===== config.mk =====
export PLATFORM = sky130hd
export DESIGN_NAME = audio_mixer_n
export DESIGN_NICKNAME = d
export VERILOG_FILES = /design/src/rtl/audio_mixer_n.sv
export SDC_FILE = /design/constraint.sdc
export NUM_CORES = 2
export LEC_CHECK = 0
export BUFFER_PORTS_ARGS = -buffer_cell sky130_fd_sc_hd__buf_2
export CORE_MARGIN = 5
export CORE_UTILIZATION = 65
export DETAILED_ROUTE_END_ITERATION = 8
export HOLD_SLACK_MARGIN = 0.05
export PLACE_DENSITY_LB_ADDON = 0.2
export SYNTH_ARGS = -nofsm -noshare
export SYNTH_HDL_FRONTEND = slang
export SYNTH_SLANG_ARGS = --single-unit

===== constraint.sdc =====
create_clock -name clk -period 12.94 [get_ports clk]
set_input_delay 2.588 -clock clk [delete_from_list [all_inputs] [get_ports clk]]
set_output_delay 2.588 -clock clk [all_outputs]
set_load 0.02 [all_outputs]

===== src/rtl/audio_mixer_n.sv =====
// N-channel stereo mixer: snapshot on next_sample, sequential per-channel gain/accumulate,
// master gain, saturation to OUT_W and a one-cycle valid pulse toward the DAC.

module audio_mixer_n_lane #(
  parameter int IN_W  = 23,
  parameter int ACC_W = 31
) (
  input  logic signed [IN_W-1:0]  left,
  input  logic signed [IN_W-1:0]  right,
  input  logic [3:0]              vol,
  input  logic                    mute,
  output logic signed [ACC_W-1:0] prod_l,
  output logic signed [ACC_W-1:0] prod_r
);
  // code 15 is unity (16/16), so the gain needs five bits
  logic [4:0]              g;
  logic signed [ACC_W-1:0] gs;

  assign g      = mute ? 5'd0 : ((vol == 4'd15) ? 5'd16 : {1'b0, vol});
  assign gs     = ACC_W'($signed({1'b0, g}));
  assign prod_l = ACC_W'(left) * gs;
  assign prod_r = ACC_W'(right) * gs;
endmodule

module audio_mixer_n #(
  parameter int NUM_CH = 4,
  parameter int IN_W   = 23,
  parameter int OUT_W  = 24
) (
  input  logic                     clk,
  input  logic                     rst_n,
  input  logic                     next_sample,
  input  logic [NUM_CH*IN_W-1:0]   in_left,
  input  logic [NUM_CH*IN_W-1:0]   in_right,
  input  logic [NUM_CH*4-1:0]      ch_volume,
  input  logic [NUM_CH-1:0]        ch_mute,
  input  logic [3:0]               master_volume,
  input  logic                     clip_clear,
  output logic signed [OUT_W-1:0]  out_left,
  output logic signed [OUT_W-1:0]  out_right,
  output logic                     out_valid,
  output logic                     busy,
  output logic                     clip_left,
  output logic                     clip_right,
  output logic                     overrun
);
  localparam int ACC_W = IN_W + 5 + $clog2(NUM_CH) + 1;
  localparam int KW    = (NUM_CH > 1) ? $clog2(NUM_CH) : 1;
  localparam int WW    = (ACC_W > OUT_W) ? ACC_W : OUT_W;
  localparam logic signed [WW-1:0] SAT_MAX = WW'((64'sd1 <<< (OUT_W-1)) - 64'sd1);
  localparam logic signed [WW-1:0] SAT_MIN = -SAT_MAX - WW'(1);

  typedef enum logic [1:0] {IDLE, ACC, MASTER, OUT} state_t;

  state_t                           state;
  logic [KW-1:0]                    k;
  logic [NUM_CH-1:0][IN_W-1:0]      snap_l, snap_r;
  logic [NUM_CH-1:0][3:0]           snap_vol;
  logic [NUM_CH-1:0]                snap_mute;
  logic [3:0]                       snap_master;
  logic signed [ACC_W-1:0]          acc_l, acc_r;
  logic signed [ACC_W-1:0]          prod_l [NUM_CH];
  logic signed [ACC_W-1:0]          prod_r [NUM_CH];

  for (genvar i = 0; i < NUM_CH; i++) begin : g_lane
    audio_mixer_n_lane #(.IN_W(IN_W), .ACC_W(ACC_W)) u_lane (
      .left   (snap_l[i]),
      .right  (snap_r[i]),
      .vol    (snap_vol[i]),
      .mute   (snap_mute[i]),
      .prod_l (prod_l[i]),
      .prod_r (prod_r[i])
    );
  end

  logic [4:0]              gm;
  logic signed [ACC_W-1:0] gm_s, mst_l, mst_r;
  logic signed [WW-1:0]    r_l, r_r, sat_l, sat_r;
  logic                    hi_l, lo_l, hi_r, lo_r;

  assign gm    = (snap_master == 4'd15) ? 5'd16 : {1'b0, snap_master};
  assign gm_s  = ACC_W'($signed({1'b0, gm}));
  assign mst_l = (acc_l >>> 4) * gm_s;
  assign mst_r = (acc_r >>> 4) * gm_s;
  assign r_l   = WW'(acc_l >>> 4);
  assign r_r   = WW'(acc_r >>> 4);
  assign hi_l  = r_l > SAT_MAX;
  assign lo_l  = r_l < SAT_MIN;
  assign hi_r  = r_r > SAT_MAX;
  assign lo_r  = r_r < SAT_MIN;
  assign sat_l = hi_l ? SAT_MAX : (lo_l ? SAT_MIN : r_l);
  assign sat_r = hi_r ? SAT_MAX : (lo_r ? SAT_MIN : r_r);

  always_ff @(posedge clk or negedge rst_n) begin
    if (!rst_n) begin
      state       <= IDLE;
      k           <= '0;
      snap_l      <= '0;
      snap_r      <= '0;
      snap_vol    <= '0;
      snap_mute   <= '0;
      snap_master <= '0;
      acc_l       <= '0;
      acc_r       <= '0;
      out_left    <= '0;
      out_right   <= '0;
      out_valid   <= 1'b0;
      busy        <= 1'b0;
      clip_left   <= 1'b0;
      clip_right  <= 1'b0;
      overrun     <= 1'b0;
    end else begin
      out_valid <= 1'b0;
      // clear first so a same-cycle set below takes priority
      if (clip_clear) begin
        clip_left  <= 1'b0;
        clip_right <= 1'b0;
        overrun    <= 1'b0;
      end
      if (next_sample && state != IDLE) overrun <= 1'b1;
      case (state)
        IDLE: if (next_sample) begin
          snap_l      <= in_left;
          snap_r      <= in_right;
          snap_vol    <= ch_volume;
          snap_mute   <= ch_mute;
          snap_master <= master_volume;
          acc_l       <= '0;
          acc_r       <= '0;
          k           <= '0;
          busy        <= 1'b1;
          state       <= ACC;
        end
        ACC: begin
          acc_l <= acc_l + prod_l[k];
          acc_r <= acc_r + prod_r[k];
          if (k == KW'(NUM_CH-1)) state <= MASTER;
          else                    k     <= k + 1'b1;
        end
        MASTER: begin
          acc_l <= mst_l;
          acc_r <= mst_r;
          state <= OUT;
        end
        OUT: begin
          out_left  <= OUT_W'(sat_l);
          out_right <= OUT_W'(sat_r);
          out_valid <= 1'b1;
          busy      <= 1'b0;
          if (hi_l || lo_l) clip_left  <= 1'b1;
          if (hi_r || lo_r) clip_right <= 1'b1;
          state     <= IDLE;
        end
        default: state <= IDLE;
      endcase
    end
  end
endmodule


==> impl_results.md <==
* H-tree Lvls at 2
* Register area at 8190 sq um
* Initial Util at 65.4%
* Synth warnings at 0
* Post-synthesis compound-gate area fraction at 11.6%
* Die Wd at 311 um
* Vias in the first global route at 49200
* #FFs+latches synth at 327
* CTS Buffer Depth at 3
* Setup CP Type: reg -> reg
* Total die area at 96700 sq um
* Post-DP HPWL at 134 mm
* GRT Overall Usage at 34.7%
* GRT overflow at 0
* Post-synth EDFFs at 0
* Worst Path Arrival at 9.88 ns
* CP max stage cell: nor2b_4
* Clock Latency Late Sink at 0.64 ns
* Post-Route Skew at 0.0327 ns
* Synth Flop Type: dfrtp_1
* Yosys cell types at 87
* Number of remaining DRC errors at 0
* Root buffer cell: clkbuf_16
* CTS clk-pin slew, worst paths at 0.06 ns
* Yosys top cell area share at 24.5%
* CP startpoint: snap_vol[5]$_DFFE_PN0P_
* DRT iter0 DRCs at 4111
* Vias at 48400
* Sequential fraction of the synthesis area at 13.9%
* Reg2Reg Depth at 32
* Drt wl/cell at 21.5 um
* Setup_tns at 0 ns
* # rows at 110
* Actual slew at the worst max-slew pin at 1.15 ns
* Worst hold path class: reg -> reg
* Final Setup Violations at 0
* Crit path top cell by count: a21oi_1
* Antenna violations before repair at 7
* Worst setup SP type: flop
* DR vias/cell at 6.16
* Hold Startpoint: acc_l[3]$_DFFE_PN0P_
* Largest family of logic cells by synthesized area: adder cells
* Asr flop ratio synth at 100%
* Tmin final at 9.39 ns
* Synth Cell Area at 58900 sq um
* Antenna viol nets, final at 0
* Syn Inst Count at 6577
* Mapped Nets at 8130
* Synth top area cells: fa_1 24%, dfrtp_1 14%, ha_1 13%, and3_1 8.3%, inv_1 7.6%
* Layout cells sized above 1 at 10.4%
* Mean Syn Cell Area at 8.95 sq um
* Commonest non-fill, non-tap cell in the layout: inv_1
* Fillers at 7291
* Slew headroom at 23.3%
* WP data required at 13.43 ns
* Buffers on Ports at 264
* Yosys top cell by area: fa_1
* Placer Congestion at 1.01
* Hold depth at 2
* Max Clock Freq at 0.106 GHz
* Outcome: complete, no violations
* Global-route wire length before repair at 270 mm
* Worst-path maximum fanout at 71
* Hold_buf cts at 0
* Clk sinks at 327
* Drt total wl at 169 mm
* Mux cell area share after synthesis at 5.88%
* Simple-gate share of the synthesized area at 17.0%
* Largest net degree at the start of global routing at 112
* Resized Gates After CTS at 0
* NumNets Final at 8195
* Multi-input logic area at 45100 sq um
* Leading cell types in the layout, fill and taps excluded: 1197 x inv_1, 779 x and3_1, 720 x fa_1, 620 x ha_1, 361 x nand2_1
* CTS tree: done
* IO Pins at 265
* Synth Area in XOR/XNOR at 4.36%
* Drt first pass iters at 6
* RR Startpoint: snap_vol[5]$_DFFE_PN0P_
* Post-Synth Adder-Cell Area at 37.7%
* CP Capture Type: flop
* Tcrit/Tclk final at 72.6%
* RSZ-0062 raised after global routing: no
* Final hold vios at 0
* Core area at 90000 sq um
* Max cap viols at 0
* Max-slew violation count at 0
* Num CTS Buffers at 41
* Die height at 311 um
* Postcts setup bufs at 0
* Synth-to-layout area growth at 6.25%
* CP peak stage delay at 0.72 ns
==> metal layers <==
| layer | global-route usage, % | part of all wire, % |
|---|---|---|
| met5 | 0 | 0.0077 |
| met2 | 57.1 | 47 |
| met3 | 4.53 | 7.0 |
| met1 | 45.5 | 40 |
| met4 | 17.3 | 6.1 |
==> metrics by stage <==
stage	instance area, sq um	setup slack, ns	hold slack [ns]	utilization [%]	cells
final	62500	3.55	0.499	69.5	7852
after global routing	62500	3.15	0.524	69.5	7851
after CTS	62500	3.81	0.498	69.5	7851
after detailed placement	61000	3.82	0.484	67.8	7775
after global placement	61000	4.10	0.473	67.8	7775
after floorplan	58900	5.50	0.456	-	6577
==> final cells by class <==
cell class / instances / share of cell area, %
diodes: 1 / 0.00400
clock buffers: 54 / 1.85
clock inverters: 22 / 0.546
inverters: 1197 / 7.19
multi-input cells: 4757 / 72.2
flip-flops and latches: 327 / 13.1
well taps: 1176 / 2.35
repair buffers: 318 / 2.80
==> critical path: cells and delay by family, from the launching register on <==
family                   cells  cell delay, ns
AO/OA/AOI/OAI               11            2.32
AND/OR/NAND/NOR              8            2.13
adder cells (fa/ha/maj)      5            1.84
buffers and inverters        4            1.35
multiplexers                 1            0.64
XOR/XNOR                     3            0.60
flip-flops                   1            0.35
==> path summary, 6_finish.rpt <==
check | end | slack (ns)
max | acc_r[30]$_DFFE_PN0P_ | 3.55
min | acc_l[3]$_DFFE_PN0P_ | 0.50
max reg2reg | acc_r[30]$_DFFE_PN0P_ | 3.55
min reg2reg | acc_l[3]$_DFFE_PN0P_ | 0.50
max in group asynchronous | snap_l[80]$_DFFE_PN0P_ | 8.73
min in group asynchronous | out_left[15]$_DFFE_PN0P_ | 1.94
==> logic make-up after synthesis <==
kind of cell,count (synthesis)
muxes,267
AOI/OAI and AO/OA,1041
DFF,327
adders and majority gates,1341
and+or+nand+nor,1815
xor gates and xnor gates,293
buffers and inverters,1493
==> synth_stat cells, types with 44 or more instances <==
cell type,count
o211ai_1,66
nor2_1,148
dfrtp_1,327
fa_1,720
and3_1,779
and2_1,258
mux2_2,212
clkbuf_1,277
o21ai_0,231
nand2_1,362
ha_1,621
inv_1,1197
a21oi_1,255
xnor2_1,198
nand3_1,57
a21o_1,138
xor2_1,95
nand2b_1,44
==> state kept, by name, summed over array words and instances (netlist names), 4 cells and up <==
signal       flops
acc_l           31
acc_r           31
out_left        24
out_right       24
snap_l          92
snap_master      4
snap_mute        4
snap_r          92
snap_vol        16
Power is left out: the tool's default activity adds up to more than one toggle a clock period on the data nets, which glitch-free logic cannot reach.
